### src/rtl/rr_arb_pkg.sv
// Shared types and limits for the round-robin grant arbiter.
package rr_arb_pkg;

  localparam int unsigned N_REQ_MAX = 16;

  typedef enum logic [1:0] {
    IDLE    = 2'd0,
    GRANT   = 2'd1,
    RELEASE = 2'd2
  } arb_state_e;

endpackage

### src/rtl/rr_pick.sv
// Rotating priority encoder: first set request at or after last_owner+1, with wrap.
module rr_pick #(
  parameter  int unsigned N_REQ = 4,
  localparam int unsigned ID_W  = $clog2(N_REQ)
) (
  input  logic [N_REQ-1:0] req_i,
  input  logic [ID_W-1:0]  last_owner_i,
  output logic [ID_W-1:0]  pick_o,
  output logic             any_o
);

  localparam int unsigned SW = ID_W + 1;

  logic [2*N_REQ-1:0] dbl;
  logic [N_REQ-1:0]   rot;
  logic [SW-1:0]      base;
  logic [SW-1:0]      sum;
  logic [ID_W-1:0]    k;
  logic               found;

  // Doubling the vector turns the cyclic search into a plain shift plus
  // lowest-set-bit search; the offset is added back modulo N_REQ.
  always_comb begin
    dbl   = {req_i, req_i};
    base  = SW'(last_owner_i) + SW'(1);
    rot   = N_REQ'(dbl >> base);
    found = 1'b0;
    k     = '0;
    for (int unsigned i = 0; i < N_REQ; i++) begin
      if (!found && rot[i]) begin
        found = 1'b1;
        k     = ID_W'(i);
      end
    end
    sum = base + SW'(k);
    if (sum >= SW'(N_REQ)) begin
      sum = sum - SW'(N_REQ);
    end
    pick_o = ID_W'(sum);
  end

  assign any_o = |req_i;

endmodule

### src/rtl/rr_grant_arbiter.sv
// Round-robin arbiter with held grants and a one-cycle release turnaround.
// Define ARB_TIMEOUT_EN to force release after MAX_HOLD grant cycles.
module rr_grant_arbiter
  import rr_arb_pkg::*;
#(
  parameter  int unsigned N_REQ    = 4,
  parameter  int unsigned MAX_HOLD = 16,
  localparam int unsigned ID_W     = $clog2(N_REQ)
) (
  input  logic             clk,
  input  logic             rst_n,
  input  logic [N_REQ-1:0] req,
  input  logic [N_REQ-1:0] done,
  output logic [N_REQ-1:0] gnt,
  output logic             gnt_valid,
  output logic [ID_W-1:0]  gnt_id,
  output logic             timeout
);

  localparam logic [N_REQ-1:0] GNT_LSB = N_REQ'(1);

  if (N_REQ < 2 || N_REQ > N_REQ_MAX || MAX_HOLD < 1) begin : g_bad_cfg
    $error("rr_grant_arbiter: unsupported N_REQ or MAX_HOLD");
  end

  arb_state_e       state_q;
  logic [N_REQ-1:0] gnt_q;
  logic [ID_W-1:0]  gnt_id_q;
  logic [ID_W-1:0]  last_owner_q;
  logic [ID_W-1:0]  pick;
  logic             any;
  logic             rel_owner;
  logic             expire;

  rr_pick #(.N_REQ(N_REQ)) u_pick (
    .req_i        (req),
    .last_owner_i (last_owner_q),
    .pick_o       (pick),
    .any_o        (any)
  );

  // Only the current owner's done/req bits can end a grant.
  assign rel_owner = done[gnt_id_q] | ~req[gnt_id_q];

`ifdef ARB_TIMEOUT_EN
  localparam int unsigned HC_W = $clog2(MAX_HOLD + 1);

  logic [HC_W-1:0] hold_cnt_q;
  logic            timeout_q;

  assign expire = (hold_cnt_q == HC_W'(MAX_HOLD - 1));

  // A release by the owner on the expiry cycle is not reported as a timeout.
  always_ff @(posedge clk or negedge rst_n) begin
    if (!rst_n) begin
      hold_cnt_q <= '0;
      timeout_q  <= 1'b0;
    end else begin
      timeout_q <= (state_q == GRANT) && expire && !rel_owner;
      if (state_q != GRANT) begin
        hold_cnt_q <= '0;
      end else if (!(rel_owner || expire)) begin
        hold_cnt_q <= hold_cnt_q + HC_W'(1);
      end
    end
  end

  assign timeout = timeout_q;
`else
  assign expire  = 1'b0;
  assign timeout = 1'b0;
`endif

  always_ff @(posedge clk or negedge rst_n) begin
    if (!rst_n) begin
      state_q      <= IDLE;
      gnt_q        <= '0;
      gnt_id_q     <= '0;
      last_owner_q <= ID_W'(N_REQ - 1);
    end else begin
      case (state_q)
        IDLE: begin
          if (any) begin
            state_q      <= GRANT;
            gnt_q        <= GNT_LSB << pick;
            gnt_id_q     <= pick;
            last_owner_q <= pick;
          end
        end
        GRANT: begin
          if (rel_owner || expire) begin
            state_q <= RELEASE;
            gnt_q   <= '0;
          end
        end
        RELEASE: begin
          state_q <= IDLE;
        end
        default: begin
          state_q <= IDLE;
          gnt_q   <= '0;
        end
      endcase
    end
  end

  assign gnt       = gnt_q;
  assign gnt_valid = |gnt_q;
  assign gnt_id    = gnt_id_q;

endmodule

### config.mk
export PLATFORM = sky130hd
export DESIGN_NAME = rr_grant_arbiter
export DESIGN_NICKNAME = d
export VERILOG_FILES = /design/src/rtl/rr_arb_pkg.sv /design/src/rtl/rr_pick.sv /design/src/rtl/rr_grant_arbiter.sv
export SDC_FILE = /design/constraint.sdc
export NUM_CORES = 1
export LEC_CHECK = 0
export ABC_AREA = 0
export CAP_MARGIN = 20
export CORE_MARGIN = 2
export CORE_UTILIZATION = 42
export DETAILED_ROUTE_END_ITERATION = 7
export PLACE_DENSITY = 0.78
export SLEW_MARGIN = 20
export SYNTH_ARGS = -nofsm -noshare
export SYNTH_HDL_FRONTEND = slang
export SYNTH_SLANG_ARGS = --single-unit
### constraint.sdc
create_clock -name clk -period 1.85 [get_ports clk]
set_input_delay 0.4625 -clock clk [delete_from_list [all_inputs] [get_ports clk]]
set_output_delay 0.4625 -clock clk [all_outputs]
set_load 0.005 [all_outputs]
==> summary.md <==
| Metric | Value |
|---|---|
| Drt first pass iters | 4 |
| Fraction of registers with async set/reset | 1.00 |
| Logic gate share of total power | 0.590 |
| Psw | 555 uW |
| Worst Reg-to-Reg Cells | 7 |
| Syn Std Cell Area | 677 um2 |
| Number of global-route vias before repair | 609 |
| Area grow syn2layout | 42.7% |
| Switching Share | 0.381 |
| Root Driver | clkbuf_4 |
| Die Ht | 44.1 um |
| IO buf count | 16 |
| Pwr/cell area | 1510 nW/um2 |
| Slew headroom | 0.640 |
| Worst skew pair latency | 0.26 ns |
| CP required | ~2 ns |
| Worst-path clk slew | 0.06 ns |
| IO Pins | 18 |
| Largest cells by area after synthesis | dfrtp_1, dfstp_2, nand2b_1 |
| Most common cell in the netlist | dfrtp_1 |
| Worst EP arrival | approximately 2.1 ns |
| Nets | 108 |
| Place WS | -0.622 ns |
| Max Slew Vio Count | 0 |
| Final setup violation count | 6 |
| Ys Warns | 0 |
| Multi-input logic area | 422 um2 |
| Post-layout min period | a little under 2 ns |
| Peak supply drop | 1040 uV |
| Drt drc | 0 |
| GP Congestion | 0.744 |
| Core Area | 1510 um2 |
| Total gr overflow | 0 |
| Flop pwr share | 0.303 |
| Internal power | 901 uW |
| H-tree depth | 1 |
| Post-synth top area share | 0.296 |
| Placed Area | a little over 900 um2 |
| Min Hold Slack | 0.497 ns |
| Seq/Total Area, Yosys | 0.373 |
| Vias/cell | 5.36 |
| Unrepaired setup endpoints after global routing | true |
| Skew final | roughly 0.0045 ns |
| Tcrit/Tclk final | 1.04 |
| Leakage | 0.000421 uW |
| Total Power | 1460 uW |
| Syn Inst Count | 70 |
| Post-DRT Antenna Nets | 0 |
| Die width | 44.1 um |
| Clock Tree Buf Depth | 2 |
| Sequential cell area | about 250 um2 |
| Status | finished, violations left |
| ANT cells | 0 |
| Reg2Reg Setup Slack | -0.08 ns |
| First-pass GRT wire length | 2.43 mm |
| Final WL | between 1 and 1.5 mm |
| Detail Placement HPWL | 1.11 mm |
| Yosys top cell by area | dfrtp_1 |
| FF-to-FF Start | last_owner_q[0] |
| Crit-path max FO | 6 |
| CP Class | flip-flop to flip-flop |
| Hold Vio Cnt, Final | 0 |
| Num rows | 14 |
| Iter 0 DRT Violations | 5 |
| DR vias | 600 |
| Starting Density | 0.449 |
| Num CTS Buffers | 3 |
| Clock share of power | 0.107 |
| Layout cells sized above 1 | 0.375 |
| Initial antenna violation count | 0 |
| Yosys reg bits | 10 |
| Fin worst setup slack | -0.0771 ns |
| Hold Crit Class | input pin to async pin |
| CTS hold repair buffers | 0 |
| Post-Syn Nets | 81 |
| Main synth FF type | dfrtp_1 |
| Largest net degree at the start of global routing | 11 |
| Synth unique cells | 37 |
| GRT Util Overall | 0.172 |
| Max-cap violation count | 0 |
| Total die area | a little under 2000 um2 |
| Post-synth top cells | dfrtp_1, nand2_1, nand2b_1, nor2_1 |
| Clock sinks | 10 |
| Worst-margin pin slew | 0.536 ns |
| Setup total negative slack | -0.276 ns |
| Worst flop-to-flop path endpoint | gnt_id[1] |
| Crit. End Element | flip-flop |
| Fill cell count | 129 |
| Failing checks | negative setup slack |
| TritonCTS clock tree | done |
| Post-Syn Area per Cell | approximately 9.7 um2 |
| Worst setup SP type | flip-flop |
| Finished layout cell area | between 900 and 1000 um2 |
| WL per Instance | around 13 um |
| Fmax | roughly 520 MHz |
| EDFF count, synth | 0 |
## registers in the layout, indices dropped and copies added, names as in the netlist
name,flops
state_q,2
gnt,4
last_owner_q,2
gnt_id,2
## area by class of cell
| class | instances | share of cell area |
|---|---|---|
| clock buffers | 4 | 0.0272 |
| inverters | 3 | 0.0117 |
| multi-input cells | 52 | 0.437 |
| flip-flops and latches | 10 | 0.262 |
| well taps | 16 | 0.0207 |
| repair buffers | 27 | 0.242 |
## per-layer routing
layer	share of wire	global-route usage	up-vias	wire length, um
met5	0	0	-	0
met4	0.025	0.0727	0	36
met3	0.033	0.0327	4	47
met2	0.50	0.303	13	724
met1	0.44	0.202	283	634
li1	-	-	300	-
## worst max-delay path by stage
| stage | startpoint | end | depth (start not counted) |
|---|---|---|---|
| final | last_owner_q[0] | gnt_id[1] | 7 |
| after global routing | last_owner_q[0] | gnt_id[1] | 9 |
| after CTS | last_owner_q[0] | gnt[3] | 7 |
| after detailed placement | req[3] | gnt[2] | 8 |
| after global placement | req[3] | gnt[3] | 8 |
| after floorplan | req[3] | gnt_id[1] | 8 |
## cells in the final DEF (no fill, tap or decap), types with 2 or more instances in the layout
cell type and n:
o21ai_1 2, dfrtp_1 8, inv_1 3, dlygate4sd2_1 2
o21ai_0 2, a32o_2 2, buf_4 10, nor2b_1 3
a21oi_2 2, nand2b_1 6, clkbuf_4 3, nand2_1 5
nor2_1 5, buf_2 2, dfstp_2 2, clkdlybuf4s50_1 11
xnor2_2 2
## metrics by stage
| step | std cells | utilization |
|---|---|---|
| 4_1_cts | 112 | 0.623 |
| 6_report | 112 | 0.641 |
| 5_1_grt | 112 | 0.641 |
| 2_1_floorplan | 70 | - |
| 3_5_place_dp | 107 | 0.603 |
| 3_3_place_gp | 107 | 0.603 |
## critical path, stage by stage, from the launching register on
cell      delay, ns
dfstp_2        0.40
or3_4          0.37
o221ai_2       0.20
a21oi_2        0.05
ha_2           0.19
xnor2_2        0.15
xnor2_2        0.18
mux2_4         0.28
## cells by family (layout without fill, tap and decap cells)
| kind of cell | after synthesis | count (layout) | share of synthesized area |
|---|---|---|---|
| multiplexers | 4 | 4 | 0.0813 |
| XOR/XNOR | 2 | 2 | 0.0370 |
| AND/OR/NAND/NOR | 28 | 28 | 0.222 |
| AO/OA/AOI/OAI | 16 | 16 | 0.196 |
| flip-flops | 10 | 10 | 0.373 |
| adder cells (fa/ha/maj) | 1 | 1 | 0.0185 |
| buffers and inverters | 8 | 34 | 0.0665 |
| other | 1 | 1 | 0.00554 |
## power by group through the flow
stage	logic [uW]	clock network [uW]	registers [uW]
6_report	860	156	441
2_1_floorplan	572	0	388
5_1_grt	959	166	455
3_5_place_dp	806	0	432
4_1_cts	842	160	431
3_3_place_gp	779	0	429
## timing repair
action	CTS	global route
endpoints found under the setup margin	11	7
gates resized for setup	14	7
pin swaps	4	9
setup buffers	1	0
endpoints found under the hold margin	0	0
Note: power is estimated with default switching activity, not from simulation.
==> variant 1 (config.mk and constraints unchanged) <==
Encoding of `arb_state_e`: now one-hot (3 bits for 3 states).
--- a/src/rtl/rr_arb_pkg.sv
+++ b/src/rtl/rr_arb_pkg.sv
@@ -3,10 +3,10 @@
 
   localparam int unsigned N_REQ_MAX = 16;
 
-  typedef enum logic [1:0] {
-    IDLE    = 2'd0,
-    GRANT   = 2'd1,
-    RELEASE = 2'd2
+  typedef enum logic [2:0] {
+    IDLE    = 3'b001,
+    GRANT   = 3'b010,
+    RELEASE = 3'b100
   } arb_state_e;
 
 endpackage
Behaviour: same outputs for any inputs over 10 cycles, from zero or initial values and one cycle with rst_n low; not proved beyond that.
==> variant 1 against the unedited design <==
- the run still ends with negative setup slack left
- synthesized area increased by 24%
- count of clock-buffer cells in the layout did not move
- routed wire length rose by 59%
- clock power increased by 3%
- combinational power is 66% higher
- setup slack got worse by 0.21 ns
- non-clock buffer count is 11 higher
- final cell count rose by 43%
- power grew 42%
- sequential cell count rose by 1
- sequential power grew 7.9%
- cell area up 35%
- largest cell class unchanged
- highest routed layer unchanged
==> variant 1: results (changes against the unedited design) <==
Placement
  • Cell count after placement: 154 (was 107)
  • Post-placement cell area: 1180 sq um (was 908 sq um)
  • Pre-CTS setup slack: -0.699 ns (was -0.622 ns)
  • Post-DP HPWL: 1590 microns (was 1110 microns)

Timing
  • Final clock skew: 0.00423 ns (was 0.00449 ns)
  • Setup TNS: -1.53 ns (was -0.276 ns)
  • Final setup vio count: 7 (was 6)
  • Setup ws final: -0.284 ns (was -0.0771 ns)

Global route
  • Largest net degree at the start of global routing: 12 (was 11)
  • Vias in the first global route: 855 (was 609)
  • First-pass GRT wire length: 3660 microns (was 2430 microns)

Logic synthesis
  • Most frequent cells after synthesis: nor2_1, dfrtp_1, inv_1, nor2b_1 (was dfrtp_1, nand2_1, nand2b_1, nor2_1)
  • Synthesized Nets: 107 (was 81)
  • Synth Area in Compound Gates: 0.206 (was 0.196)
  • Syn Area/Cell: 8.72 sq um (was 9.67 sq um)
  • Post-Synth Adder-Cell Area: 0.0149 (was 0.0185)
  • Most frequent cell after synthesis: nor2_1 (was dfrtp_1)
  • Post-synthesis sequential area ratio: 0.333 (was 0.373)
  • Mux share of post-synthesis cell area: 0.0404 (was 0.0813)

Power and ir drop
  • Leakage: 0.547 nW (was 0.421 nW)
  • Maximum VDD drop: 0.941 mV (was 1.04 mV)
  • Int Power: 0.00121 W (was 0.000901 W)
  • Sequential power: 0.000476 W (was 0.000441 W)
  • Cell area power density: 1580 nW/um^2 (was 1510 nW/um^2)

Setup path
  • Crit Path Max Fanout: 5 (was 6)
  • Delay-heaviest family, CP: simple AND/OR/NAND/NOR gates (was flip-flops)

Routing
  • Wire length on met3: 100 microns (was 47 microns)
  • Met2 WL: 1150 microns (was 724 microns)
  • Met1 wire length: 960 microns (was 634 microns)

Status
  • Status: complete, but fails checks (unchanged)
  • Failing checks: negative setup slack (unchanged)

Die
  • Row Count: 16 (was 14)

Final layout
  • Final Non-Filler Cells: 160 (was 112)
  • Share of cells above drive strength 1: 0.361 (was 0.375)
-- variant 1: cell types whose count changed in the layout (fill, tap and decap cells not counted), sizes merged, moves of 3 or more --
cell,unedited run,this run
nand2b,6,3
nand3,0,5
a21oi,2,5
buf,13,22
nor3,1,4
nor3b,0,3
nor2b,3,6
inv,3,6
nor2,6,10
o221ai,1,4
-- variant 1: cell families after synthesis --
logic type | Yosys count
other | 1
adder cells (fa/ha/maj) | 1
AO/OA/AOI/OAI | 22
AND/OR/NAND/NOR | 47
multiplexers | 2
XOR/XNOR | 1
flip-flops | 11
buffers and inverters | 11
-- variant 1: area by class of cell --
cell class / instances / area [sq um]
multi-input combinational: 74 / 618
tap: 27 / 33.8
fill: 163 / 614
clock buffer: 4 / 26.3
timing repair buffer: 38 / 328
inverter: 6 / 22.5
sequential: 11 / 279
-- variant 1: repair_timing --
action,in CTS,in global routing
buffers inserted,2,0
gates resized for setup,9,10
endpoints found under the setup margin,9,8
pin swaps,8,7
-- variant 1: path summary, 6_finish.rpt --
kind	end	startpoint	depth (start not counted)	slack, ns
max	gnt[1]$_DFFE_PN0P_	last_owner_q[0]$_DFFE_PN1P_	10	-0.28
min reg2reg	gnt_id[0]$_DFFE_PN0P_	gnt_id[0]$_DFFE_PN0P_	1	0.55
max in group asynchronous	last_owner_q[1]$_DFFE_PN1P_	rst_n	1	0.98
min in group clk	gnt_id[0]$_DFFE_PN0P_	gnt_id[0]$_DFFE_PN0P_	1	0.55
min	gnt[0]$_DFFE_PN0P_	rst_n	1	0.51
max reg2reg	gnt[1]$_DFFE_PN0P_	last_owner_q[0]$_DFFE_PN1P_	10	-0.28
-- variant 1: per-layer routing --
metal	vias up	GRT usage
li1	429	-
met1	415	0.241
met2	24	0.329
met3	8	0.0556
met4	0	0.0857
met5	-	0
==> variant 2 (config.mk and constraints unchanged) <==
Without the edit above. Build with the macro `ARB_TIMEOUT_EN` defined.
--- a/src/rtl/rr_grant_arbiter.sv
+++ b/src/rtl/rr_grant_arbiter.sv
@@ -1,5 +1,7 @@
 // Round-robin arbiter with held grants and a one-cycle release turnaround.
 // Define ARB_TIMEOUT_EN to force release after MAX_HOLD grant cycles.
+`define ARB_TIMEOUT_EN
+
 module rr_grant_arbiter
   import rr_arb_pkg::*;
 #(
Function: same outputs for any inputs over 10 cycles, from zero or initial values and one cycle with rst_n low; that may be too few to reach the edited logic, so the function may still have changed.
==> variant 2 against the unedited design <==
- the flow still finishes with violations (negative setup slack)
- routed wire length grew 43%
- sequential share of layout area rose by 3.3 points
- critical path depth is 2 higher
- power grew 38%
- cell area up 42%
- critical endpoint is now gnt[2]$_DFFE_PN0P_
- setup slack got worse by 0.017 ns
- synthesized area grew 36%
- sequential cell count increased by 6
- utilization increased by 3.6 points
- combinational power up 38%
==> variant 2: results (changes against the unedited design) <==
Logic synthesis
  • Synth Area in Compound Gates: 0.156 (was 0.196)
  • Post-synthesis sequential area ratio: 0.436 (was 0.373)
  • Synth cell types: 41 (was 37)
  • Mux share of post-synthesis cell area: 0.0461 (was 0.0813)
  • Post-Synth XOR/XNOR Area: 0.0569 (was 0.0370)
  • Top cells by area, synth: dfrtp_1, dfstp_2, nand2b_1 (unchanged)
  • Post-Synth Adder-Cell Area: 0.0407 (was 0.0185)

Routing
  • Met1 wire length: 981 microns (was 634 microns)
  • Routed WL per cell: 13.1 microns (was 12.9 microns)
  • Detail-routed via count per cell: 5.15 (was 5.36)

Final layout
  • Max reg flops: 5 (was 4)
  • Share of cells above drive strength 1: 0.377 (was 0.375)

Timing
  • Setup TNS: -0.425 ns (was -0.276 ns)
  • Worst hold slack: 0.476 ns (was 0.497 ns)
  • Final clock skew: 0.000682 ns (was 0.00449 ns)
  • Slew HR: 0.686 (was 0.640)
  • Final setup vio count: 6 (unchanged)
  • Setup ws final: -0.0943 ns (was -0.0771 ns)

Global route
  • Vias in the first global route: 810 (was 609)
  • First-pass GRT wire length: 3430 microns (was 2430 microns)
  • Met2 Usage GRT: 0.285 (was 0.303)
  • Met1 Resource Use GR: 0.226 (was 0.202)
  • GRT Util Overall: 0.173 (was 0.172)

Status
  • Status: complete, but fails checks (unchanged)
  • Failing checks: negative setup slack (unchanged)

Placement
  • RePlAce Congestion: 0.838 (was 0.744)
  • I/O Buffers: 17 (was 16)

Setup path
  • R2r worst-path depth: 9 (was 7)
  • RR Endpoint: gnt[2]$_DFFE_PN0P_ (was gnt_id[1]$_DFFE_PN0P_)

Power and ir drop
  • Net Switching: 0.000761 W (was 0.000555 W)
  • Sequential power: 0.000588 W (was 0.000441 W)

Clock tree
  • Cts repair resizes: 28 (was 14)
==> variant 2: stage by stage <==
stage / area (sq um) / std cells / power [W] / util
3_5_place_dp: 1230 / 148 / 0.00154 / 0.610
5_1_grt: 1370 / 157 / 0.00215 / 0.677
6_report: 1370 / 157 / 0.00200 / 0.677
3_3_place_gp: 1230 / 148 / 0.00151 / 0.610
2_1_floorplan: 943 / 92 / 0.00118 / -
4_1_cts: 1360 / 156 / 0.00197 / 0.673
==> variant 2: critical path, cell delays in order, from the launching register on <==
cell	delay, ns
dfstp_2	0.57
nand2_2	0.07
a2bb2oi_2	0.13
o22ai_2	0.10
o21ai_1	0.16
ha_2	0.23
xor2_2	0.18
xnor2_2	0.17
buf_4	0.17
o2bb2ai_2	0.05
==> variant 2: final cells by class <==
cell class | count | area [sq um]
Clock buffer | 4 | 36.3
Fill cell | 155 | 653
Inverter | 4 | 15.0
Multi-Input combinational cell | 69 | 584
Sequential cell | 16 | 403
Tap cell | 27 | 33.8
Timing Repair Buffer | 37 | 297
==> variant 2: how the worst max path moves through the flow <==
stage                               endpoint  slack (ns)  cells after the start                        start
after floorplan           gnt[0]$_DFFE_PN0P_       -0.02                      9                       req[3]
after global placement    gnt[0]$_DFFE_PN0P_       -0.62                      9                       req[3]
after detailed placement  gnt[0]$_DFFE_PN0P_       -0.72                      9                       req[0]
after CTS                 gnt[0]$_DFFE_PN0P_       -0.06                      8  last_owner_q[1]$_DFFE_PN1P_
after global routing      gnt[2]$_DFFE_PN0P_       -0.20                      9  last_owner_q[1]$_DFFE_PN1P_
final                     gnt[2]$_DFFE_PN0P_       -0.09                      9  last_owner_q[1]$_DFFE_PN1P_
